## src/rtl/sr_ff_pkg.sv

```systemverilog
// Shared encodings for the sr_ff_bank flag register: mode values and SR conflict rules.

package sr_ff_pkg;

  typedef enum logic [1:0] {
    MODE_SR = 2'b00,
    MODE_JK = 2'b01,
    MODE_D  = 2'b10,
    MODE_T  = 2'b11
  } mode_t;

  localparam int unsigned PRIO_SET  = 0;
  localparam int unsigned PRIO_RST  = 1;
  localparam int unsigned PRIO_HOLD = 2;

endpackage

```

## src/rtl/sr_ff_cell.sv

```systemverilog
// One storage bit of sr_ff_bank: mode-dependent next-state function plus q/qb/conflict registers.

module sr_ff_cell
  import sr_ff_pkg::*;
#(
  parameter logic        RST_BIT = 1'b0,
  parameter int unsigned SR_PRIO = PRIO_SET
) (
  input  logic       clk_i,
  input  logic       rst_i,
  input  logic [1:0] mode_i,
  input  logic       ce_i,
  input  logic       a_i,
  input  logic       b_i,
  output logic       q_o,
  output logic       qb_o,
  output logic       conflict_o,
  output logic       q_d_o,
  output logic       conflict_d_o
);

  logic q_d, q_q;
  logic qb_q;
  logic conflict_d, conflict_q;

  always_comb begin
    q_d        = q_q;
    conflict_d = 1'b0;
    if (ce_i) begin
      case (mode_i)
        MODE_SR: begin
          case ({a_i, b_i})
            2'b10: q_d = 1'b1;
            2'b01: q_d = 1'b0;
            2'b11: begin
              conflict_d = 1'b1;
              if (SR_PRIO == PRIO_SET) begin
                q_d = 1'b1;
              end else if (SR_PRIO == PRIO_RST) begin
                q_d = 1'b0;
              end
            end
            default: q_d = q_q;
          endcase
        end
        MODE_JK: begin
          case ({a_i, b_i})
            2'b10:   q_d = 1'b1;
            2'b01:   q_d = 1'b0;
            2'b11:   q_d = ~q_q;
            default: q_d = q_q;
          endcase
        end
        MODE_D:  q_d = a_i;
        MODE_T:  q_d = a_i ? ~q_q : q_q;
        default: q_d = q_q;
      endcase
    end
  end

  // qb is its own flop loaded with ~q_d so it is never equal to q, even on conflicts.
  always_ff @(posedge clk_i or posedge rst_i) begin
    if (rst_i) begin
      q_q        <= RST_BIT;
      qb_q       <= ~RST_BIT;
      conflict_q <= 1'b0;
    end else begin
      q_q        <= q_d;
      qb_q       <= ~q_d;
      conflict_q <= conflict_d;
    end
  end

  assign q_o          = q_q;
  assign qb_o         = qb_q;
  assign conflict_o   = conflict_q;
  assign q_d_o        = q_d;
  assign conflict_d_o = conflict_d;

endmodule

```

## src/rtl/sr_ff_bank.sv

```systemverilog
// WIDTH-channel SR/JK/D/T flag register with mode register, conflict pulses and sticky err.
// Define SR_FF_BANK_CHG_CNT_EN to add the saturating chg_cnt output.

module sr_ff_bank
  import sr_ff_pkg::*;
#(
  parameter int unsigned      WIDTH    = 8,
  parameter logic [WIDTH-1:0] RST_VAL  = '0,
  parameter logic [1:0]       RST_MODE = 2'b00,
  parameter int unsigned      SR_PRIO  = PRIO_SET,
  parameter int unsigned      CNT_W    = 16
) (
  input  logic             clk,
  input  logic             rst,
  input  logic             mode_ld,
  input  logic [1:0]       mode_in,
  input  logic [WIDTH-1:0] ce,
  input  logic [WIDTH-1:0] a,
  input  logic [WIDTH-1:0] b,
  output logic [WIDTH-1:0] q,
  output logic [WIDTH-1:0] qb,
  output logic [1:0]       mode,
  output logic [WIDTH-1:0] conflict,
  output logic             err,
  input  logic             err_clr
`ifdef SR_FF_BANK_CHG_CNT_EN
  ,
  output logic [CNT_W-1:0] chg_cnt
`endif
);

  logic [1:0]       mode_d, mode_q;
  logic             err_d, err_q;
  logic [WIDTH-1:0] q_next;
  logic [WIDTH-1:0] conflict_next;

  for (genvar i = 0; i < WIDTH; i++) begin : g_cell
    sr_ff_cell #(
      .RST_BIT (RST_VAL[i]),
      .SR_PRIO (SR_PRIO)
    ) u_cell (
      .clk_i        (clk),
      .rst_i        (rst),
      .mode_i       (mode_q),
      .ce_i         (ce[i]),
      .a_i          (a[i]),
      .b_i          (b[i]),
      .q_o          (q[i]),
      .qb_o         (qb[i]),
      .conflict_o   (conflict[i]),
      .q_d_o        (q_next[i]),
      .conflict_d_o (conflict_next[i])
    );
  end

  // Set beats clear when a conflict and err_clr land in the same cycle.
  always_comb begin
    mode_d = mode_ld ? mode_in : mode_q;
    err_d  = err_q;
    if (|conflict_next) begin
      err_d = 1'b1;
    end else if (err_clr) begin
      err_d = 1'b0;
    end
  end

  always_ff @(posedge clk or posedge rst) begin
    if (rst) begin
      mode_q <= RST_MODE;
      err_q  <= 1'b0;
    end else begin
      mode_q <= mode_d;
      err_q  <= err_d;
    end
  end

  assign mode = mode_q;
  assign err  = err_q;

`ifdef SR_FF_BANK_CHG_CNT_EN
  logic [CNT_W-1:0] cnt_d, cnt_q;
  logic             changed;

  assign changed = |(q_next ^ q);

  always_comb begin
    cnt_d = cnt_q;
    if (err_clr) begin
      cnt_d = changed ? CNT_W'(1) : '0;
    end else if (changed && (cnt_q != {CNT_W{1'b1}})) begin
      cnt_d = cnt_q + CNT_W'(1);
    end
  end

  always_ff @(posedge clk or posedge rst) begin
    if (rst) begin
      cnt_q <= '0;
    end else begin
      cnt_q <= cnt_d;
    end
  end

  assign chg_cnt = cnt_q;
`else
  logic unused_cnt_w;
  assign unused_cnt_w = ^CNT_W;
`endif

endmodule

```

## config.mk

```make
export PLATFORM = sky130hd
export DESIGN_NAME = sr_ff_bank
export DESIGN_NICKNAME = d
export VERILOG_FILES = /design/src/rtl/sr_ff_pkg.sv /design/src/rtl/sr_ff_cell.sv /design/src/rtl/sr_ff_bank.sv
export SDC_FILE = /design/constraint.sdc
export NUM_CORES = 1
export LEC_CHECK = 0
export CORE_UTILIZATION = 44
export DETAILED_ROUTE_END_ITERATION = 10
export GPL_ROUTABILITY_DRIVEN = 0
export GPL_TIMING_DRIVEN = 0
export MAX_ROUTING_LAYER = met4
export PLACE_DENSITY = 0.92
export SLEW_MARGIN = 0
export SYNTH_ARGS = -nofsm -noshare
export SYNTH_HDL_FRONTEND = slang
export SYNTH_HIERARCHICAL = 1
export SYNTH_SLANG_ARGS = --single-unit
```

## constraint.sdc

```tcl
create_clock -name clk -period 2.6 [get_ports clk]
set_input_delay 0.39 -clock clk [delete_from_list [all_inputs] [get_ports clk]]
set_output_delay 0.39 -clock clk [all_outputs]
set_load 0.01 [all_outputs]
```

# --- Word level (Yosys, flattened, before mapping) ---
# Index checks and enable logic that the tools add are counted.
classes:
  eq_ne: 27
  n_mux: 66
  bitwise_logic: 16
  n_reduce_logical: 11
op_table:
  columns: ["op", "n"]
  rows:
  - ["$mux 1", 42]
  - ["$eq 2x2->1 const B", 18]
  - ["$pmux 1 s4", 8]
  - ["$pmux 1 s3", 8]
  - ["$eq 2x1->1 const B", 9]
  - ["$not 1->1", 16]
  - ["$pmux 1 s2", 8]
  - ["$reduce_or 2->1", 8]
  - ["$reduce_or 8->1", 1]
  - ["$logic_not 2->1", 1]
  - ["$reduce_bool 2->1", 1]
totals:
  register_bits: 27
  inputBits: 30
  out_inout_bits: 27
  elab_cells: 146

# --- Longest topological paths before layout ---
# Gate-level depths: netlist (run 1).
logic_depth:
  word_depth: 6
  depth_mapped: 4
  depth_no_buf: 4

# --- Hierarchy ---
# The synthesis (run 1) kept the hierarchy.
modules_own_cells:
  columns: ["module", "n_inst", "cells_each", "area_each_um2", "seq_area_each_um2"]
  rows:
  - ["sr_ff_cell", 8, 14, 140.1, 76.3]
  - ["sr_ff_bank", 1, 10, 131.4, 75.1]

# --- Worst setup path before layout (run 1) ---
# Ideal clock, no wire load.
synth_timing:
  path_kind: "register to register"
  start: "register mode_q[0], in the netlist mode[0]"
  end: "register err_q, in the netlist err"
  setup_ns: 0.136
  t_arrival_ns: 1.276
  required_time_ns: 2.464
  setup_slack_ns: 1.189
  stages_incl_launch_ff: 5
  path_buffers: 0
  synth_period_minus_slack_ns: 1.411
  cell_sequence: "dfrtp_1 > nor2_1 > and4_1 > nor4_2 > nand3_1"
synth_between:
  elab_chain_len: 5
  word_cells_on_any_way: 20
  cone_classes: "mux: 17; reduce/logical: 3"
synth_rtl:
  columns: ["element", "line", "text"]
  rows:
  - ["start: declaration", "sr_ff_bank.sv:32", "logic [1:0] mode_d, mode_q;"]
  - ["start signal: assignment", "sr_ff_bank.sv:72", "mode_q <= mode_d;"]
  - ["$logic_not 2->1 (*)", "sr_ff_cell.sv:30", "case (mode_i)"]
  - ["$mux 1 (*)", "sr_ff_cell.sv:30", null]
  - ["$mux 1 (*)", "sr_ff_cell.sv:29", "if (ce_i) begin"]
  - ["net conflict_next[0]", "sr_ff_bank.sv:35", "logic [WIDTH-1:0] conflict_next;"]
  - ["$reduce_or 8->1 (*)", "sr_ff_bank.sv:60", "if (|conflict_next) begin"]
  - ["$mux 1 or $reduce_bool 2->1 (tied branches)", null, null]
  - ["end signal: assignment", "sr_ff_bank.sv:73", "err_q <= err_d;"]
  - ["end: declaration", "sr_ff_bank.sv:33", "logic err_d, err_q;"]
# The timed path passes the listed nets; every way through them passes the cells marked *.
# A chain may end at the register's enable or synchronous reset.

# --- Worst setup path in the final report (run 1) ---
layout_timing:
  start: "register mode_q[1], in the netlist mode[1]"
  end: "output port mode[1]"
layout_rtl:
  columns: ["element", "line", "text"]
  rows:
  - ["end: declaration", "sr_ff_bank.sv:22", "output logic [1:0] mode,"]
# No word-level cell between the ends.

==> flow_summary_export.csv, run 1 <==
group,metric,value,unit
timing,rsz0062_at_grt,"no",
floorplan,start_util,0.484,
clock_tree,insertion_delay,0.32,ns
global_route,grt_use_met3,0.0632,
floorplan,die_area,3060,µm²
logic_synthesis,yosys.area.top_type_share,0.380,
min_path,min_path_type,"in2async",
clock_tree,cts_tree,"yes",
clock_tree,numCtsBuffers,3,
floorplan,rows,18,
placed_design,io_buffers,56,
worst_setup_path,arrival,1.80,ns
placed_design,dp_hpwl,2.40,mm
worst_setup_path,cpPeakStageDelay,0.82,ns
global_route,grtUsageMet2,0.389,
logic_synthesis,synth_async_sr_flop_share,1.00,
pwr,power_per_cell_area,633,nW/µm²
timing,whs,0.511,ns
floorplan,fp.dieH,55.4,µm
clock_tree,post_cts_buffers,0,
logic_synthesis,syn_inst,122,
logic_synthesis,synthAdderAreaFrac,0,
clock_tree,clk_transition_reported_paths,0.14,ns
placed_design,pre_cts_slack,0.786,ns
worst_setup_path,cp.required,2.21,ns
timing,slew_viol_final,0,
outcome,status,"finished clean",
detailed_routing,drtIter0Drc,11,
global_route,grt_pass1_vias,1128,
placed_design,placed_area,1850,µm²
logic_synthesis,ys_ff_latch,27,
worst_setup_path,cp.buffers_inverters,1,
detailed_routing,firstDrtPassIters,4,
floorplan,ios,57,
global_route,grt-ovfl-total,0,
timing,tightest_slew,0.708,ns
global_route,grt_max_degree,27,
global_route,grt-busiest-layer,"met2",
finish,fin_cells,212,
timing,setup_viol,0,
logic_synthesis,synth_warnings,6,
logic_synthesis,synth_area,1250,µm²
logic_synthesis,synth_compound_area_frac,0.0959,
timing,setup_tns,0,ns
worst_setup_path,end_kind,"output port",
global_route,antenna_found_initial,0,
worst_setup_path,critPathMaxFanout,26,
finish,nets,213,
logic_synthesis,yosys.area.top_type,"dfrtp_1",
clock_tree,cts.sink_count,27,
detailed_routing,via_per_inst,5.22,
pwr,ir_drop,0.544,mV
global_route,grt_pass1_wl,5.29,mm
finish,syn2layout_area_growth,49.9,%
timing,fin_crit_sh,0.844,
timing,fin_ws,0.407,ns
logic_synthesis,synth-edff-count,0,
worst_setup_path,crit_chain,"clkdlybuf4s50_1",
worst_setup_path,path_delay_family,"flip-flops",
logic_synthesis,synth_top_family_by_area,"simple AND/OR/NAND/NOR gates",
floorplan,die_w,55.4,µm
timing,clock_skew,0.00564,ns
clock_tree,cts_resized,0,
detailed_routing,vias,1106,
floorplan,core_area,2590,µm²
worst_setup_path,cp-start-kind,"flop",
logic_synthesis,syn_avg_cell_area,10.3,µm²
timing,fmax,0.456,GHz
global_route,globalRouteMet1Util,0.260,
logic_synthesis,synthXorXnorAreaFrac,0,
logic_synthesis,netlist_top_cells_count,"19 x dfrtp_1, 16 x o21ai_1, 9 x inv_1",
timing,finalHoldViolCount,0,
run,cap_violations,0,
finish,final_area,1880,µm²
pwr,power,1.19,mW
placed_design,dp.cells,208,
finish,drive_gt1_frac,0.0769,
worst_setup_path,r2r_cells,4,
logic_synthesis,synthMuxAreaShare,0.0180,
logic_synthesis,synth_simple_gate_area_frac,0.312,
clock_tree,cts_buffer_depth,2,
logic_synthesis,synth-main-ff-cell,"dfrtp_1",
clock_tree,root_buffer,"clkbuf_4",
pwr,p_leak,0.858,nW
global_route,gr-usage-all-layers,0.227,
detailed_routing,drc,0,
detailed_routing,wire_per_inst,14.2,µm
logic_synthesis,ys_top_cells_by_area,"dfrtp_1 38%, dfstp_2 17%, o21ai_1 6.4%",
detailed_routing,route.antenna.remaining_nets,0,
logic_synthesis,yosysSeqAreaShare,0.547,
logic_synthesis,synthDistinctLibCells,17,
detailed_routing,wirelength,3.02,mm
timing,slew_headroom,0.528,
clock_tree,cts_max_level,1,
logic_synthesis,yosysMostFrequentCell,"dfrtp_1",
finish,final_util,0.725,
worst_setup_path,crit_type,"reg2out",
timing,min_period,2.19,ns
worst_setup_path,critPathSlowestCell,"dfrtp_1",
finish,num_antenna_cells,0,
logic_synthesis,syn_nets,152,
clock_tree,hold_buffers,0,
worst_setup_path,cp_num_cells,1,
path summary, 6_finish.rpt:
kind	slack (ns)	startpoint	endpoint
min in group clk	0.53	err	err
min reg2reg	0.53	err	err
max	0.41	mode[1]	mode[1]
max in group asynchronous	1.85	rst	g_cell[1].u_cell/qb_o
max reg2reg	0.94	mode[1]	err
min	0.51	rst	g_cell[5].u_cell/q_o
power breakdown:
part | total [mW] | internal [mW] | switching (mW)
Clock | 0.177 | 0.0600 | 0.117
Sequential | 0.597 | 0.527 | 0.0703
Combinational | 0.414 | 0.253 | 0.161
state kept, by name, summed over array words and instances, names as in the netlist:
signal,cells
g_cell.u_cell/qb_o,8
g_cell.u_cell/conflict_o,8
err,1
g_cell.u_cell/q_o,8
mode,2
layout make-up:
class / instances / area (µm²)
Fill cell: 205 / 713
Sequential cell: 27 / 686
Timing Repair Buffer: 56 / 561
Multi-Input combinational cell: 86 / 533
Tap cell: 30 / 37.5
Inverter: 9 / 33.8
Clock buffer: 4 / 26.3
cell families (layout without fill, tap and decap cells):
logic type	after synthesis	count (layout)
and+or+nand+nor	60	60
buffers and inverters	9	69
AOI/OAI and AO/OA	24	24
DFF	27	27
muxes	2	2
per-layer routing:
metal / vias to the layer above / share of wire / wire [µm]
li1: 539 / - / -
met2: 42 / 0.51 / 1550
met3: 2 / 0.076 / 230
met4: 0 / 0.0043 / 13
met1: 523 / 0.41 / 1230
met5: - / 0 / 0
layout by cell type, fill, tap and decap left out:
cell type and count:
and4_1 8, o21ai_1 16, nor4_2 1, clkbuf_1 1, dfstp_2 8, dfrtp_1 19, inv_1 9, and3b_1 8
nor2b_1 8, o21ai_0 8, nand3_1 1, and2_1 8, mux2_2 2, clkdlybuf4s50_1 56, nand2b_1 1, clkbuf_4 3
nor2_1 8, nand2_1 8, and2b_1 8, nor4_1 1
Note: power is estimated with default switching activity, not from simulation.
==> run 2, diff against run 1 <==
CORE_UTILIZATION = 37   (was 44)
PLACE_DENSITY = 0.84   (was 0.92)
clock period = 1.8 ns   (was 2.6 ns; I/O delays follow)
==> flow_summary_export.csv, run 2 (synthesized netlist as in run 1, its figures left out) <==
group,metric,value,unit
detailed_routing,wire_per_inst,13.7,µm
finish,fillerInstances,270,
worst_setup_path,end_kind,"output port",
worst_setup_path,path_delay_family,"buffers and inverters",
timing,setup_tns,0,ns
worst_setup_path,crit_type,"reg2out",
detailed_routing,firstDrtPassIters,4,
global_route,grt_pass1_vias,1097,
timing,tightest_slew,0.354,ns
finish,final_common_cell,"clkdlybuf4s50_1",
pwr,ir_drop,0.334,mV
floorplan,fp.dieH,60.2,µm
finish,final_cell_mix,"55 x clkdlybuf4s50_1, 17 x dfrtp_1, 16 x o21ai_1, 9 x inv_1",
pwr,p_leak,0.862,nW
finish,drive_gt1_frac,0.0984,
worst_setup_path,crit_chain,"clkdlybuf4s50_1",
detailed_routing,drc,0,
timing,setup_viol,0,
placed_design,placed_area,1870,µm²
placed_design,dp_hpwl,2.28,mm
finish,final_util,0.611,
timing,slew_viol_final,0,
detailed_routing,vias,1105,
worst_setup_path,cp-start-kind,"flop",
global_route,antenna_found_initial,0,
detailed_routing,drtIter0Drc,33,
finish,multi_input_area,533,µm²
pwr,power,1.73,mW
worst_setup_path,critPathMaxFanout,1,
worst_setup_path,arrival,1.43,ns
finish,num_antenna_cells,0,
finish,regArea,693,µm²
timing,min_period,1.70,ns
clock_tree,root_buffer,"clkbuf_4",
worst_setup_path,cpPeakStageDelay,0.57,ns
clock_tree,cts_tree,"yes",
worst_setup_path,cp_num_cells,1,
global_route,grt_max_degree,27,
pwr,power_per_cell_area,905,nW/µm²
finish,final_area,1910,µm²
clock_tree,clk_transition_reported_paths,0.15,ns
outcome,status,"finished clean",
floorplan,core_area,3130,µm²
worst_setup_path,critPathSlowestCell,"clkdlybuf4s50_1",
detailed_routing,route.antenna.remaining_nets,0,
worst_setup_path,cp.required,1.53,ns
floorplan,die_area,3620,µm²
timing,fin_crit_sh,0.947,
timing,finalHoldViolCount,0,
finish,syn2layout_area_growth,52.6,%
run,cap_violations,0,
worst_setup_path,r2r_cells,4,
detailed_routing,wirelength,3.12,mm
timing,fmax,0.587,GHz
floorplan,ios,57,
global_route,grt-ovfl-total,0,
timing,whs,0.360,ns
clock_tree,cts.sink_count,27,
clock_tree,insertion_delay,0.32,ns
finish,nets,214,
worst_setup_path,cp.buffers_inverters,1,
floorplan,die_w,60.2,µm
global_route,gr-usage-all-layers,0.181,
global_route,grt_pass1_wl,4.67,mm
clock_tree,numCtsBuffers,3,
floorplan,rows,20,
timing,slew_headroom,0.763,
floorplan,start_util,0.400,
clock_tree,cts_buffer_depth,2,
clock_tree,cts_max_level,1,
timing,clock_skew,0.0134,ns
min_path,min_path_type,"in2async",
timing,rsz0062_at_grt,"no",
detailed_routing,via_per_inst,4.87,
placed_design,io_buffers,56,
[run 2: cell types whose count changed in the layout (fill, tap and decap cells not counted)]
cell,delta
clkdlybuf4s50_1,-1
dfrtp_1,-2
buf_4,+1
dlygate4sd2_1,+1
clkinvlp_4,+1
clkbuf_1,-1
dfrtp_4,+2
[run 2: final cells by class]
class / instances / share of cell area
Clock buffer: 3 / 0.0118
Clock inverter: 1 / 0.00393
Inverter: 9 / 0.0177
Multi-Input combinational cell: 86 / 0.279
Sequential cell: 27 / 0.363
Tap cell: 44 / 0.0288
Timing Repair Buffer: 57 / 0.296
[run 2: power breakdown]
part           total [mW]  internal [mW]  switching, mW
logic               0.613          0.367          0.246
registers           0.861          0.765         0.0961
clock network       0.257         0.0849          0.172
[run 2: routing by layer]
metal	up-vias	wire, µm	track usage
met3	6	130	0.0173
met5	-	0	-
met2	39	1630	0.342
met4	0	73	0.0864
li1	539	-	-
met1	521	1280	0.183
[run 2: path summary, 6_finish.rpt]
| check | slack, ns | to | from |
|---|---|---|---|
| min in group clk | 0.55 | g_cell[5].u_cell/conflict_o | b[5] |
| setup reg to reg | 0.40 | err | mode[0] |
| setup / recovery | 0.1 | qb[5] | g_cell[5].u_cell/qb_o |
| hold reg to reg | 0.57 | g_cell[7].u_cell/q_o | g_cell[7].u_cell/q_o |
| hold / removal | 0.36 | g_cell[7].u_cell/conflict_o | rst |
| max in group asynchronous | 1.20 | g_cell[2].u_cell/qb_o | rst |
[run 2: metrics by stage]
step	worst slack (ns)	cells
floorplan	0.389	122
global placement	0.0912	222
detailed placement	0.0247	222
CTS	0.0147	226
global route	0.0470	227
finish	0.0960	227
[run 2: repair_timing]
action                                 in CTS  in global routing
gates resized for setup                     5                  0
buffers inserted                            0                  1
setup endpoints to repair                   2                  1
endpoints found under the hold margin       0                  0
hold buffers                                0                  0
gates cloned                                0                  0
==> run 3, diff against run 2 <==
CORE_UTILIZATION = 38   (was 37)
CTS_BUF_LIST = sky130_fd_sc_hd__clkbuf_2 sky130_fd_sc_hd__clkbuf_4 sky130_fd_sc_hd__clkbuf_8   (was default)
PLACE_DENSITY = 0.85   (was 0.84)
==> flow_summary_export.csv, run 3 (synthesized netlist as in run 1, its figures left out) <==
group,metric,value,unit
detailed_routing,wire_per_inst,14.5,µm
global_route,grt_max_degree,27,
worst_setup_path,arrival,1.44,ns
finish,drive_gt1_frac,0.103,
global_route,grt_pass1_wl,5.02,mm
floorplan,die_area,3530,µm²
finish,final_util,0.624,
finish,final_area,1920,µm²
worst_setup_path,cpPeakStageDelay,0.57,ns
clock_tree,hold_buffers,0,
worst_setup_path,crit_chain,"clkdlybuf4s50_1",
placed_design,io_buffers,56,
timing,finalHoldViolCount,0,
detailed_routing,via_per_inst,5.00,
worst_setup_path,crit_type,"reg2out",
worst_setup_path,critPathMaxFanout,14,
run,cap_violations,0,
timing,setup_tns,0,ns
timing,tightest_slew,0.394,ns
clock_tree,numCtsBuffers,3,
worst_setup_path,cp.buffers_inverters,1,
finish,syn2layout_area_growth,53.3,%
floorplan,start_util,0.407,
worst_setup_path,cp.required,1.53,ns
floorplan,rows,20,
clock_tree,root_buffer,"clkbuf_4",
placed_design,placed_area,1870,µm²
worst_setup_path,end_kind,"output port",
finish,nets,215,
timing,clock_skew,0.00582,ns
finish,final_cell_mix,"56 x clkdlybuf4s50_1, 17 x dfrtp_1, 16 x o21ai_1, 9 x inv_1",
detailed_routing,drtIter0Drc,23,
clock_tree,cts_max_level,1,
floorplan,core_area,3080,µm²
floorplan,ios,57,
global_route,antenna_found_initial,0,
min_path,min_path_type,"in2async",
timing,fin_crit_sh,0.948,
clock_tree,cts_tree,"yes",
timing,min_period,1.71,ns
timing,slew_viol_final,0,
floorplan,die_w,59.4,µm
clock_tree,cts.sink_count,27,
worst_setup_path,path_delay_family,"buffers and inverters",
finish,fin_cells,228,
pwr,p_leak,0.870,nW
placed_design,dp.cells,222,
clock_tree,insertion_delay,0.32,ns
finish,fillerInstances,279,
timing,rsz0062_at_grt,"no",
outcome,status,"finished clean",
finish,final_common_cell,"clkdlybuf4s50_1",
timing,slew_headroom,0.737,
detailed_routing,drc,0,
detailed_routing,wirelength,3.30,mm
placed_design,dp_hpwl,2.45,mm
detailed_routing,vias,1140,
global_route,grt-ovfl-total,0,
timing,setup_viol,0,
detailed_routing,firstDrtPassIters,4,
clock_tree,cts_buffer_depth,2,
global_route,gr-usage-all-layers,0.200,
worst_setup_path,cp-start-kind,"flop",
detailed_routing,route.antenna.remaining_nets,0,
global_route,grt_pass1_vias,1210,
pwr,ir_drop,0.362,mV
finish,num_antenna_cells,0,
floorplan,fp.dieH,59.4,µm
clock_tree,clk_transition_reported_paths,0.15,ns
worst_setup_path,critPathSlowestCell,"clkdlybuf4s50_1",
timing,fmax,0.586,GHz
pwr,power_per_cell_area,914,nW/µm²
run 3: changes by cell type in the layout (fill, tap and decap cells not counted):
| cell | previous run | this run |
|---|---|---|
| buf_4 | 1 | 2 |
| clkbuf_4 | 3 | 4 |
| clkdlybuf4s50_1 | 55 | 56 |
| clkinvlp_4 | 1 | 0 |
| dlygate4sd2_1 | 1 | 0 |
run 3: routing by layer:
metal / track usage / up-vias / share of wire
li1: - / 543 / -
met1: 0.202 / 564 / 0.40
met2: 0.372 / 31 / 0.55
met3: 0.0480 / 2 / 0.048
met4: 0.0646 / 0 / 0.0052
met5: - / - / 0
run 3: area by class of cell:
class | instances | area [µm²] | share of cell area
clock buffers | 4 | 30.0 | 0.0156
inverters | 9 | 33.8 | 0.0176
multi-input cells | 86 | 533 | 0.278
flip-flops and latches | 27 | 693 | 0.361
well taps | 44 | 55.1 | 0.0287
repair buffers | 58 | 576 | 0.300
run 3: timing repair:
action / 4_1_cts / 5_1_grt
setup endpoints to repair: 2 / 2
buffers inserted: 0 / 2
resized for setup: 4 / 0
pin swaps: 0 / 0
run 3: stage by stage:
stage | hold WS, ns | setup slack [ns] | power [mW]
after floorplan | 0.0229 | 0.389 | 1.10
after global placement | 0.515 | 0.126 | 1.45
after detailed placement | 0.540 | 0.0984 | 1.48
after CTS | 0.401 | 0.0151 | 1.75
after global routing | 0.424 | 0.0302 | 1.86
final | 0.395 | 0.0940 | 1.75
run 3: final timing paths:
path	start	end	slack [ns]	cells after the start
worst max-delay path	mode[1]	mode[1]	0.09	1
worst min-delay path	rst	g_cell[3].u_cell/q_o	0.40	2
worst max register to register	mode[1]	g_cell[4].u_cell/qb_o	0.45	4
worst min register to register	err	err	0.56	2
max in group asynchronous	rst	g_cell[4].u_cell/qb_o	1.17	2
min in group clk	b[1]	g_cell[1].u_cell/conflict_o	0.56	2
run 3: report_power, final:
group          internal, mW  leakage [nW]  switching (mW)  total, mW
clock                 0.102        0.0184           0.177      0.278
sequential            0.765         0.323          0.0933      0.859
combinational         0.371         0.528           0.247      0.618
